File: src/rtl/iq_pkg.sv
// -----------------------------------------------------------------------------
// iq_pkg
// Shared types and constants for the instruction queue read side.
//   iq_entry_t    : one FIFO entry (instruction word + tag), same layout as the
//                   instruction FIFO uses.
//   iqr_state_t   : reader control state (normal operation / flushing).
//   IQR_BUF_DEPTH : number of entries in the reader's output buffer.
// -----------------------------------------------------------------------------
package iq_pkg;

    localparam int IQ_DATA0SIZE  = 32;
    localparam int IQ_DATA1SIZE  = 8;
    localparam int IQR_BUF_DEPTH = 2;

    typedef struct packed {
        logic [IQ_DATA0SIZE-1:0] data0;
        logic [IQ_DATA1SIZE-1:0] data1;
    } iq_entry_t;

    typedef enum logic {
        IQR_RUN,
        IQR_FLUSH
    } iqr_state_t;

endpackage

File: src/rtl/instr_queue_reader_if.sv
// -----------------------------------------------------------------------------
// instr_queue_reader_if
// Downstream entry handshake of the instruction queue reader.
//   valid : entry on data0/data1 is meaningful
//   data0 : instruction word (W0 bits)
//   data1 : tag / ID (W1 bits)
//   ready : consumer can take the entry this cycle
// Handshake: an entry transfers on every rising clock edge where valid and
// ready are both high. valid never depends on ready; while valid is high and
// ready is low, valid and data are held stable until the transfer happens.
// Modports: master = producer (reader), slave = consumer (decode/dispatch).
// -----------------------------------------------------------------------------
interface instr_queue_reader_if #(
    parameter int W0 = 32,
    parameter int W1 = 8
);
    logic          valid;
    logic [W0-1:0] data0;
    logic [W1-1:0] data1;
    logic          ready;

    modport master (output valid, output data0, output data1, input ready);
    modport slave  (input valid, input data0, input data1, output ready);
endinterface

File: src/rtl/iqr_skid_buf2.sv
// -----------------------------------------------------------------------------
// iqr_skid_buf2
// Two-entry in-order output buffer between the FIFO read port and downstream.
// Ports:
//   clk, rstn        : clock, asynchronous active-low reset
//   push             : load push_data0/push_data1 this edge (ignored when full)
//   push_data0/1     : entry being loaded
//   clear            : discard all entries (wins over push and pop)
//   count            : registered occupancy, 0..2
//   dn (master)      : downstream handshake; head entry presented from regs
// A pop happens internally on dn.valid & dn.ready.
// -----------------------------------------------------------------------------
module iqr_skid_buf2
    import iq_pkg::*;
#(
    parameter int W0 = 32,
    parameter int W1 = 8
) (
    input  logic                 clk,
    input  logic                 rstn,
    input  logic                 push,
    input  logic [W0-1:0]        push_data0,
    input  logic [W1-1:0]        push_data1,
    input  logic                 clear,
    output logic [1:0]           count,
    instr_queue_reader_if.master dn
);

    logic [W0-1:0] d0_q [IQR_BUF_DEPTH];
    logic [W1-1:0] d1_q [IQR_BUF_DEPTH];
    logic [1:0]    cnt_q;
    logic          do_push;
    logic          do_pop;

    assign do_push = push & ~clear & (cnt_q != 2'(IQR_BUF_DEPTH));
    assign do_pop  = (cnt_q != 2'd0) & dn.ready & ~clear;

    always_ff @(posedge clk or negedge rstn) begin
        if (!rstn) begin
            cnt_q <= 2'd0;
            for (int i = 0; i < IQR_BUF_DEPTH; i++) begin
                d0_q[i] <= '0;
                d1_q[i] <= '0;
            end
        end else if (clear) begin
            cnt_q <= 2'd0;
        end else begin
            case ({do_push, do_pop})
                // Push and pop together only happen at count 1: the new
                // entry replaces the departing head, occupancy unchanged.
                2'b11: begin
                    d0_q[0] <= push_data0;
                    d1_q[0] <= push_data1;
                end
                2'b10: begin
                    if (cnt_q == 2'd0) begin
                        d0_q[0] <= push_data0;
                        d1_q[0] <= push_data1;
                    end else begin
                        d0_q[1] <= push_data0;
                        d1_q[1] <= push_data1;
                    end
                    cnt_q <= cnt_q + 2'd1;
                end
                2'b01: begin
                    d0_q[0] <= d0_q[1];
                    d1_q[0] <= d1_q[1];
                    cnt_q   <= cnt_q - 2'd1;
                end
                default: ;
            endcase
        end
    end

    assign count    = cnt_q;
    assign dn.valid = (cnt_q != 2'd0);
    assign dn.data0 = d0_q[0];
    assign dn.data1 = d1_q[0];

endmodule

File: src/rtl/instr_queue_reader.sv
// -----------------------------------------------------------------------------
// instr_queue_reader
// Read end of the show-ahead instruction FIFO. Pops entries into a 2-entry
// output buffer and offers them downstream on a valid/ready handshake. A flush
// discards the buffer and drains the FIFO until it is empty.
// Ports:
//   clk, rstn          : clock, asynchronous active-low reset (FIFO shares it)
//   i_data0/i_data1    : FIFO head entry (valid while ~i_Empty)
//   i_Empty            : FIFO empty flag
//   o_RdEn             : FIFO pop, head advances on the same edge
//   i_flush            : discard buffer and drain FIFO
//   o_valid/o_data0/o_data1/i_ready : downstream handshake
//   o_flushing         : high while in the FLUSH state (control state view)
//   o_pop_cnt          : entries delivered (performance counter)
//   o_stall_cnt        : cycles with o_valid & ~i_ready (performance counter)
// Build option: IQR_PERF_CNT_EN builds the saturating performance counters;
// without it o_pop_cnt and o_stall_cnt are tied to zero.
// -----------------------------------------------------------------------------
module instr_queue_reader
    import iq_pkg::*;
#(
    parameter int DATA0SIZE = IQ_DATA0SIZE,
    parameter int DATA1SIZE = IQ_DATA1SIZE,
    parameter int CNTW      = 16
) (
    input  logic                 clk,
    input  logic                 rstn,
    input  logic [DATA0SIZE-1:0] i_data0,
    input  logic [DATA1SIZE-1:0] i_data1,
    input  logic                 i_Empty,
    output logic                 o_RdEn,
    input  logic                 i_flush,
    output logic                 o_valid,
    output logic [DATA0SIZE-1:0] o_data0,
    output logic [DATA1SIZE-1:0] o_data1,
    input  logic                 i_ready,
    output logic                 o_flushing,
    output logic [CNTW-1:0]      o_pop_cnt,
    output logic [CNTW-1:0]      o_stall_cnt
);

    iqr_state_t state_q, state_d;
    logic       rd_en;
    logic       buf_clear;
    logic       buf_push;
    logic [1:0] buf_count;

    instr_queue_reader_if #(.W0(DATA0SIZE), .W1(DATA1SIZE)) dn_if ();

    always_ff @(posedge clk or negedge rstn) begin
        if (!rstn) begin
            state_q <= IQR_RUN;
        end else begin
            state_q <= state_d;
        end
    end

    // Pop decision uses only the registered buffer count, so there is no
    // combinational path from i_ready to o_RdEn.
    always_comb begin
        state_d   = state_q;
        rd_en     = 1'b0;
        buf_clear = 1'b0;
        case (state_q)
            IQR_RUN: begin
                if (i_flush) begin
                    buf_clear = 1'b1;
                    state_d   = IQR_FLUSH;
                end else begin
                    rd_en = ~i_Empty & (buf_count != 2'(IQR_BUF_DEPTH));
                end
            end
            IQR_FLUSH: begin
                // Drain and discard; the buffer stays empty.
                rd_en     = ~i_Empty;
                buf_clear = 1'b1;
                if (i_Empty && !i_flush) begin
                    state_d = IQR_RUN;
                end
            end
            default: state_d = IQR_RUN;
        endcase
    end

    assign buf_push = rd_en & (state_q == IQR_RUN);

    iqr_skid_buf2 #(.W0(DATA0SIZE), .W1(DATA1SIZE)) u_buf (
        .clk        (clk),
        .rstn       (rstn),
        .push       (buf_push),
        .push_data0 (i_data0),
        .push_data1 (i_data1),
        .clear      (buf_clear),
        .count      (buf_count),
        .dn         (dn_if)
    );

    assign dn_if.ready = i_ready;
    assign o_valid     = dn_if.valid;
    assign o_data0     = dn_if.data0;
    assign o_data1     = dn_if.data1;
    assign o_RdEn      = rd_en;
    assign o_flushing  = (state_q == IQR_FLUSH);

`ifdef IQR_PERF_CNT_EN
    logic [CNTW-1:0] pop_cnt_q;
    logic [CNTW-1:0] stall_cnt_q;
    logic            beat_out;
    logic            beat_stall;

    assign beat_out   = dn_if.valid & i_ready;
    assign beat_stall = dn_if.valid & ~i_ready;

    // Saturating counters; a flush restarts the measurement window.
    always_ff @(posedge clk or negedge rstn) begin
        if (!rstn) begin
            pop_cnt_q   <= '0;
            stall_cnt_q <= '0;
        end else if (i_flush) begin
            pop_cnt_q   <= '0;
            stall_cnt_q <= '0;
        end else begin
            if (beat_out && (pop_cnt_q != {CNTW{1'b1}})) begin
                pop_cnt_q <= pop_cnt_q + 1'b1;
            end
            if (beat_stall && (stall_cnt_q != {CNTW{1'b1}})) begin
                stall_cnt_q <= stall_cnt_q + 1'b1;
            end
        end
    end

    assign o_pop_cnt   = pop_cnt_q;
    assign o_stall_cnt = stall_cnt_q;
`else
    assign o_pop_cnt   = '0;
    assign o_stall_cnt = '0;
`endif

endmodule
File: config.mk
export PLATFORM = sky130hd
export DESIGN_NAME = instr_queue_reader
export DESIGN_NICKNAME = d
export VERILOG_FILES = /design/src/rtl/iq_pkg.sv /design/src/rtl/instr_queue_reader_if.sv /design/src/rtl/iqr_skid_buf2.sv /design/src/rtl/instr_queue_reader.sv
export SDC_FILE = /design/constraint.sdc
export NUM_CORES = 1
export LEC_CHECK = 0
export ABC_AREA = 1
export CAP_MARGIN = 20
export CORE_MARGIN = 3
export CORE_UTILIZATION = 48
export DETAILED_ROUTE_END_ITERATION = 10
export PLACE_DENSITY = 0.8
export RECOVER_POWER = 100
export SYNTH_ARGS = -nofsm -noshare
export SYNTH_HDL_FRONTEND = slang
export SYNTH_SLANG_ARGS = --single-unit
File: constraint.sdc
create_clock -name clk -period 1.8 [get_ports clk]
set_input_delay 0.27 -clock clk [delete_from_list [all_inputs] [get_ports clk]]
set_output_delay 0.27 -clock clk [all_outputs]
set_load 0.05 [all_outputs]
* Yosys cells after proc, flatten, opt, wreduce, memory -nomap -nowiden
Index checks and enable logic that the tools add are counted.
** Operators by class
- Eq/ne operators :: 5
- Muxes and demuxes :: 12
- $add $sub $neg :: 2
- Bitwise gates (word level) :: 10
- Reductions and logical operators :: 8
** Operators by type and width (number)
- $pmux W32 S3 :: 1
- $mux W32 :: 1
- $pmux W8 S3 :: 1
- $mux W8 :: 1
- $and A1 B1 Y1 :: 6
- $pmux W1 S2 :: 3
- $reduce_and A3 Y1 :: 2
- $reduce_bool A3 Y1 :: 2
- $eq A2 B2 Y1 const B :: 2
- $not A1 Y1 :: 4
- $pmux W2 S2 :: 1
- $mux W1 :: 3
- $add A2 B1 Y2 const B :: 1
- $eq A2 B1 Y1 const B :: 1
- $logic_not A2 Y1 :: 1
- $mux W2 :: 1
- $ne A2 B1 Y1 const B :: 1
- $ne A2 B2 Y1 const B :: 1
- $reduce_bool A2 Y1 :: 1
- $sub A2 B1 Y2 const B :: 1
- $logic_and A1 B1 Y1 :: 1
- $logic_not A1 Y1 :: 1
** Word-level totals
- Bits of input ports :: 45
- Flip-flop bits (word level) :: 83

* Logic depth before layout (Yosys ltp)
- Depth in word-level cells :: 10
- Depth in mapped cells :: 10

* Modules after synthesis
Synthesis repeated with hierarchy kept, for this count alone.
** Unflattened totals
- Cell total of the unflattened synthesis :: 545
- Area total of the unflattened synthesis :: 4285.4 µm²
** By module, submodules not included
- iqr_skid_buf2 :: area an instance 3970.1 µm², seq. area each 2052.0 µm², cells each 500, instances 1
- instr_queue_reader :: area an instance 315.3 µm², seq. area each 25.0 µm², cells each 45, instances 1

* Worst setup path before layout
OpenSTA, ideal clock, no wires.
- Path type :: register to output
- Start :: register state_q (netlist: o_flushing)
- End :: output port o_RdEn
- Required time :: 1.530 ns
- Arrival :: 1.953 ns
- Setup slack :: -0.423 ns
- Buffers on the path :: 0
- Stages on the path, launching flop included :: 3
- Cell sequence :: dfrtp_1 > inv_1 > o21ai_0
** Between the ends
- Cells in the longest elaborated chain, start to end :: 2
** Ends and longest elaborated chain
- start: declaration :: RTL line instr_queue_reader.sv:42 : iqr_state_t state_q, state_d;
- start signal: assignment :: RTL line instr_queue_reader.sv:54 : state_q <= state_d;
- $not A1 Y1
- $pmux W1 S2 * :: RTL line instr_queue_reader.sv:64 : case (state_q)
- end: declaration :: RTL line instr_queue_reader.sv:31 : output logic o_RdEn,
Every way passes the cells marked *; elsewhere a longest branch is shown, timed or not.

* Worst setup path after layout
- Start :: input port i_flush
- End :: output port o_RdEn
** Between the ends
- Cells in the longest elaborated chain, start to end :: 2
** Ends and longest elaborated chain
- start: declaration :: RTL line instr_queue_reader.sv:32 : input logic i_flush,
- $mux W1 :: RTL line instr_queue_reader.sv:66 : if (i_flush) begin
- $pmux W1 S2 :: RTL line instr_queue_reader.sv:64
Every way passes these cells.

==> metrics.md <==
| Metric | Value |
|---|---|
| Die width | `99.92 µm` |
| Bufs and invs on worst path | `2` |
| Synth warn | `0` |
| CTS tree | `done` |
| Seq pwr share | `43.7%` |
| Synthesis-stage register bit count | `83` |
| Initial core utilization | `50.52%` |
| Minimum clock period | `between 1.5 and 2 ns` |
| Synth Instances | `534` |
| Number of port buffers | `between 80 and 90` |
| WP data required | `1.53 ns` |
| Max-cap violations | `0` |
| Core area | `between 0.008 and 0.009 mm²` |
| I/O pin total | `120` |
| Worst reg2reg startpoint | `o_flushing$_DFF_PN0_` |
| Final Skew | `0.007639 ns` |
| Crit path max fanout | `3` |
| Worst hold stages | `2` |
| Syn-to-layout area delta | `15.22%` |
| Total CTS buffers | `9` |
| Detail Route Antenna Nets | `0` |
| Synth Cell Area | `between 0.004 and 0.005 mm²` |
| Number of DRC markers in iteration 0 | `130` |
| Top cell type's share of synthesized area | `about half` |
| Gr usage total | `around 18%` |
| Setup CP Type | `in -> out` |
| Wire per inst | `~13 µm` |
| Synthesized area per cell | `between 7 and 8 µm²` |
| Comb pwr share | `between 30 and 40%` |
| NumNets Final | `622` |
| Int Pwr | `roughly 3100 µW` |
| Outcome | `finished, final reports clean` |
| Std cell rows | `33` |
| Worst path arrival time | `between 1 and 1.5 ns` |
| Dpl cells | `670` |
| # clock sinks | `83` |
| Tightest Pin Transition | `1.026 ns` |
| Clock Path Buffers | `2` |
| Post-Route WL | `a little under 9000 µm` |
| Global-route wire length before repair | `~15000 µm` |
| Power Density | `roughly 1100 mW/mm²` |
| Worst setup EP type | `primary output` |
| Tcrit/Tclk final | `about 89%` |
| Hold EP | `u_buf.dn.data0[7]$_DFFE_PN0P_` |
| Finished Layout Cells | `slightly below 700` |
| Slew Viols, Final | `0` |
| Ant. Diodes | `0` |
| Seq/Total Area, Yosys | `about half` |
| Max incr delay on CP | `between 0.4 and 0.5 ns` |
| Initial antenna violation count | `0` |
| Pleak | `~0.0026 µW` |
| Sum Neg Setup Slack | `0 ns` |
| Worst-path clk slew | `about 0.08 ns` |
| Main area contributors after synthesis | `dfrtp_1 49%, nand2_1 15%, buf_4 13%` |
| Slowest cell on crit path | `clkdlybuf4s50_1` |
| Final setup fails | `0` |
| Latest clock arrival within the worst-skew pair | `around 0.34 ns` |
| DIE AREA | `between 0.009 and 0.01 mm²` |
| Largest net degree at the start of global routing | `47` |
| Critical path depth in cells | `5` |
| Unrepaired setup endpoints after global routing | `false` |
| FILL cells | `between 700 and 800` |
| Switching share of power | `about 39%` |
| Remaining global-route overflow | `0` |
| Largest delay share family, worst path | `buffers and inverters` |
| Critical Path, Cell by Cell | `clkdlybuf4s50_1, nor2_1, nand2_1, o21ai_2, buf_12` |
| Switching Power | `1995 µW` |
| Yosys top cell by area | `dfrtp_1` |
| H-tree levels | `3` |
| Netlist cell types | `21` |
| Worst IR drop on VDD | `368.8 µV` |
| Clock power share | `between 20% and 30%` |
| R2r endpoint | `u_buf.dn.data0[11]$_DFFE_PN0P_` |
| HP Class | `reg -> reg` |
| Post-DP HPWL | `between 5000 and 6000 µm` |
| Share of layout cells above drive strength 1 | `6.014%` |
| Clock root cell | `clkbuf_8` |
| Post-detailed-route DRC marker count | `0` |
| Vias in the first global route | `~3200` |
| Relative slew slack | `a little under a third` |
| DRT Pass-1 Iters | `4` |
| Die H | `99.92 µm` |
| Post-DR vias/cell | `4.803` |
| FMAX | `roughly 0.62 GHz` |
| R2r worst-path depth | `7` |
| Worst Hold Launch | `u_buf.dn.data0[7]$_DFFE_PN0P_` |
| Placer Congestion | `around 0.87` |
| Via count | `between 3000 and 4000` |
| R2R setup slack | `around 0.2 ns` |
| Crit start category | `input pin` |
| Fin. Hold Viols | `0` |
cell usage in the layout (no fill, tap or decap), drive strengths merged:
master           n
o21ai           81
dlygate4sd3      1
clkinv           3
conb            32
buf              9
a21oi            1
dfrtp           83
o21bai           1
nand3            3
inv             46
nand2          174
nor2            43
clkinvlp         1
dlygate4sd2     22
nand4            4
clkdlybuf4s50   43
clkbuf          34
bufinv           1
layer usage:
layer | routed length (µm) | GRT usage (%) | share of wire [%] | vias up
met3 | 524 | 3.544 | 6.0 | 8
met1 | 3854 | 23.85 | 44 | 1577
met4 | 73 | 6.618 | 0.84 | 0
met2 | 4272 | 28.99 | 49 | 98
li1 | - | - | - | 1617
met5 | 0 | 0 | 0 | -
cell families after synthesis:
family | after synthesis | synth area share [%]
compound gates | 83 | 9.870
buf+inv | 143 | 20.04
flops | 83 | 49.05
other cells | 1 | 0.08857
simple gates | 224 | 20.95
area by class of cell:
class	count	area (µm²)	area share (%)
multi-input cells	339	1421	29.14
flip-flops and latches	83	2077	42.57
well taps	105	131.4	2.693
clock inverters	5	52.55	1.077
repair buffers	98	882.1	18.08
clock buffers	11	141.4	2.898
inverters	46	172.7	3.539
synth_stat cells:
| library cell | instances |
|---|---|
| nor2_4 | 1 |
| conb_1 | 1 |
| buf_2 | 12 |
| buf_6 | 3 |
| nor2_1 | 41 |
| nand3_1 | 1 |
| o21ai_1 | 76 |
| nand3_2 | 1 |
| o21bai_1 | 1 |
| buf_4 | 73 |
| nand3_4 | 1 |
| nor2_2 | 1 |
| nand2_1 | 172 |
| nand4_1 | 4 |
| nand2_2 | 2 |
| inv_1 | 43 |
| o21ai_0 | 5 |
| a21oi_1 | 1 |
| clkbuf_1 | 9 |
| inv_2 | 3 |
| dfrtp_1 | 83 |
flip-flops by register name (all words and copies together) (netlist names):
register        flops
o_flushing          1
u_buf.count         2
u_buf.dn.data0     32
u_buf.dn.data1      8
u_buf.d1_q          8
u_buf.d0_q         32
how the worst max path moves through the flow:
| stage | startpoint | endpoint | slack [ns] |
|---|---|---|---|
| floorplan | o_flushing$_DFF_PN0_ | u_buf.dn.data0[23]$_DFFE_PN0P_ | 0.18 |
| detailed placement | i_flush | u_buf.d0_q[11]$_DFFE_PN0P_ | -0.03 |
| CTS | u_buf.dn.data0[26]$_DFFE_PN0P_ | o_data0[26] | 0.0004 |
| global placement | i_flush | u_buf.dn.data1[0]$_DFFE_PN0P_ | 0.05 |
| finish | i_flush | o_RdEn | 0.19 |
| global route | o_flushing$_DFF_PN0_ | u_buf.dn.data0[16]$_DFFE_PN0P_ | 0.06 |
metrics by stage:
| stage | hold slack, ns | utilization [%] | setup slack [ns] | total power (µW) | area (µm²) |
|---|---|---|---|---|---|
| 2_1_floorplan | -0.02559 | - | 0.1789 | 3776 | 4354 |
| 3_3_place_gp | 0.2753 | 57.78 | 0.04594 | 4039 | 4843 |
| 3_5_place_dp | 0.2785 | 57.78 | -0.03367 | 4074 | 4843 |
| 4_1_cts | 0.4329 | 59.89 | 0.0003555 | 5320 | 5020 |
| 5_1_grt | 0.4874 | 58.20 | 0.05851 | 5384 | 4878 |
| 6_report | 0.4878 | 58.20 | 0.1900 | 5136 | 4878 |
power by group through the flow:
stage               combinational [µW]  sequential (µW)  clock, µW
global route                      1670             2280       1430
detailed placement                1780             2290          0
CTS                               1710             2250       1360
floorplan                         1530             2240          0
finish                            1570             2250       1320
global placement                  1760             2280          0
worst register-to-register path, cell delays in order, from the launching register on:
cell	delay (ns)
dfrtp_1	0.45
nor2_4	0.20
nand3_4	0.11
nand2_1	0.22
inv_1	0.08
buf_6	0.22
nand2_1	0.12
o21ai_0	0.08
timing repair:
action	CTS	global route
hold endpoints to repair	36	0
resized for setup	22	11
pin swaps	0	0
hold buffers	1	0
buffers inserted	0	0
endpoints found under the setup margin	22	11
Note: power is estimated with default switching activity, not from simulation.
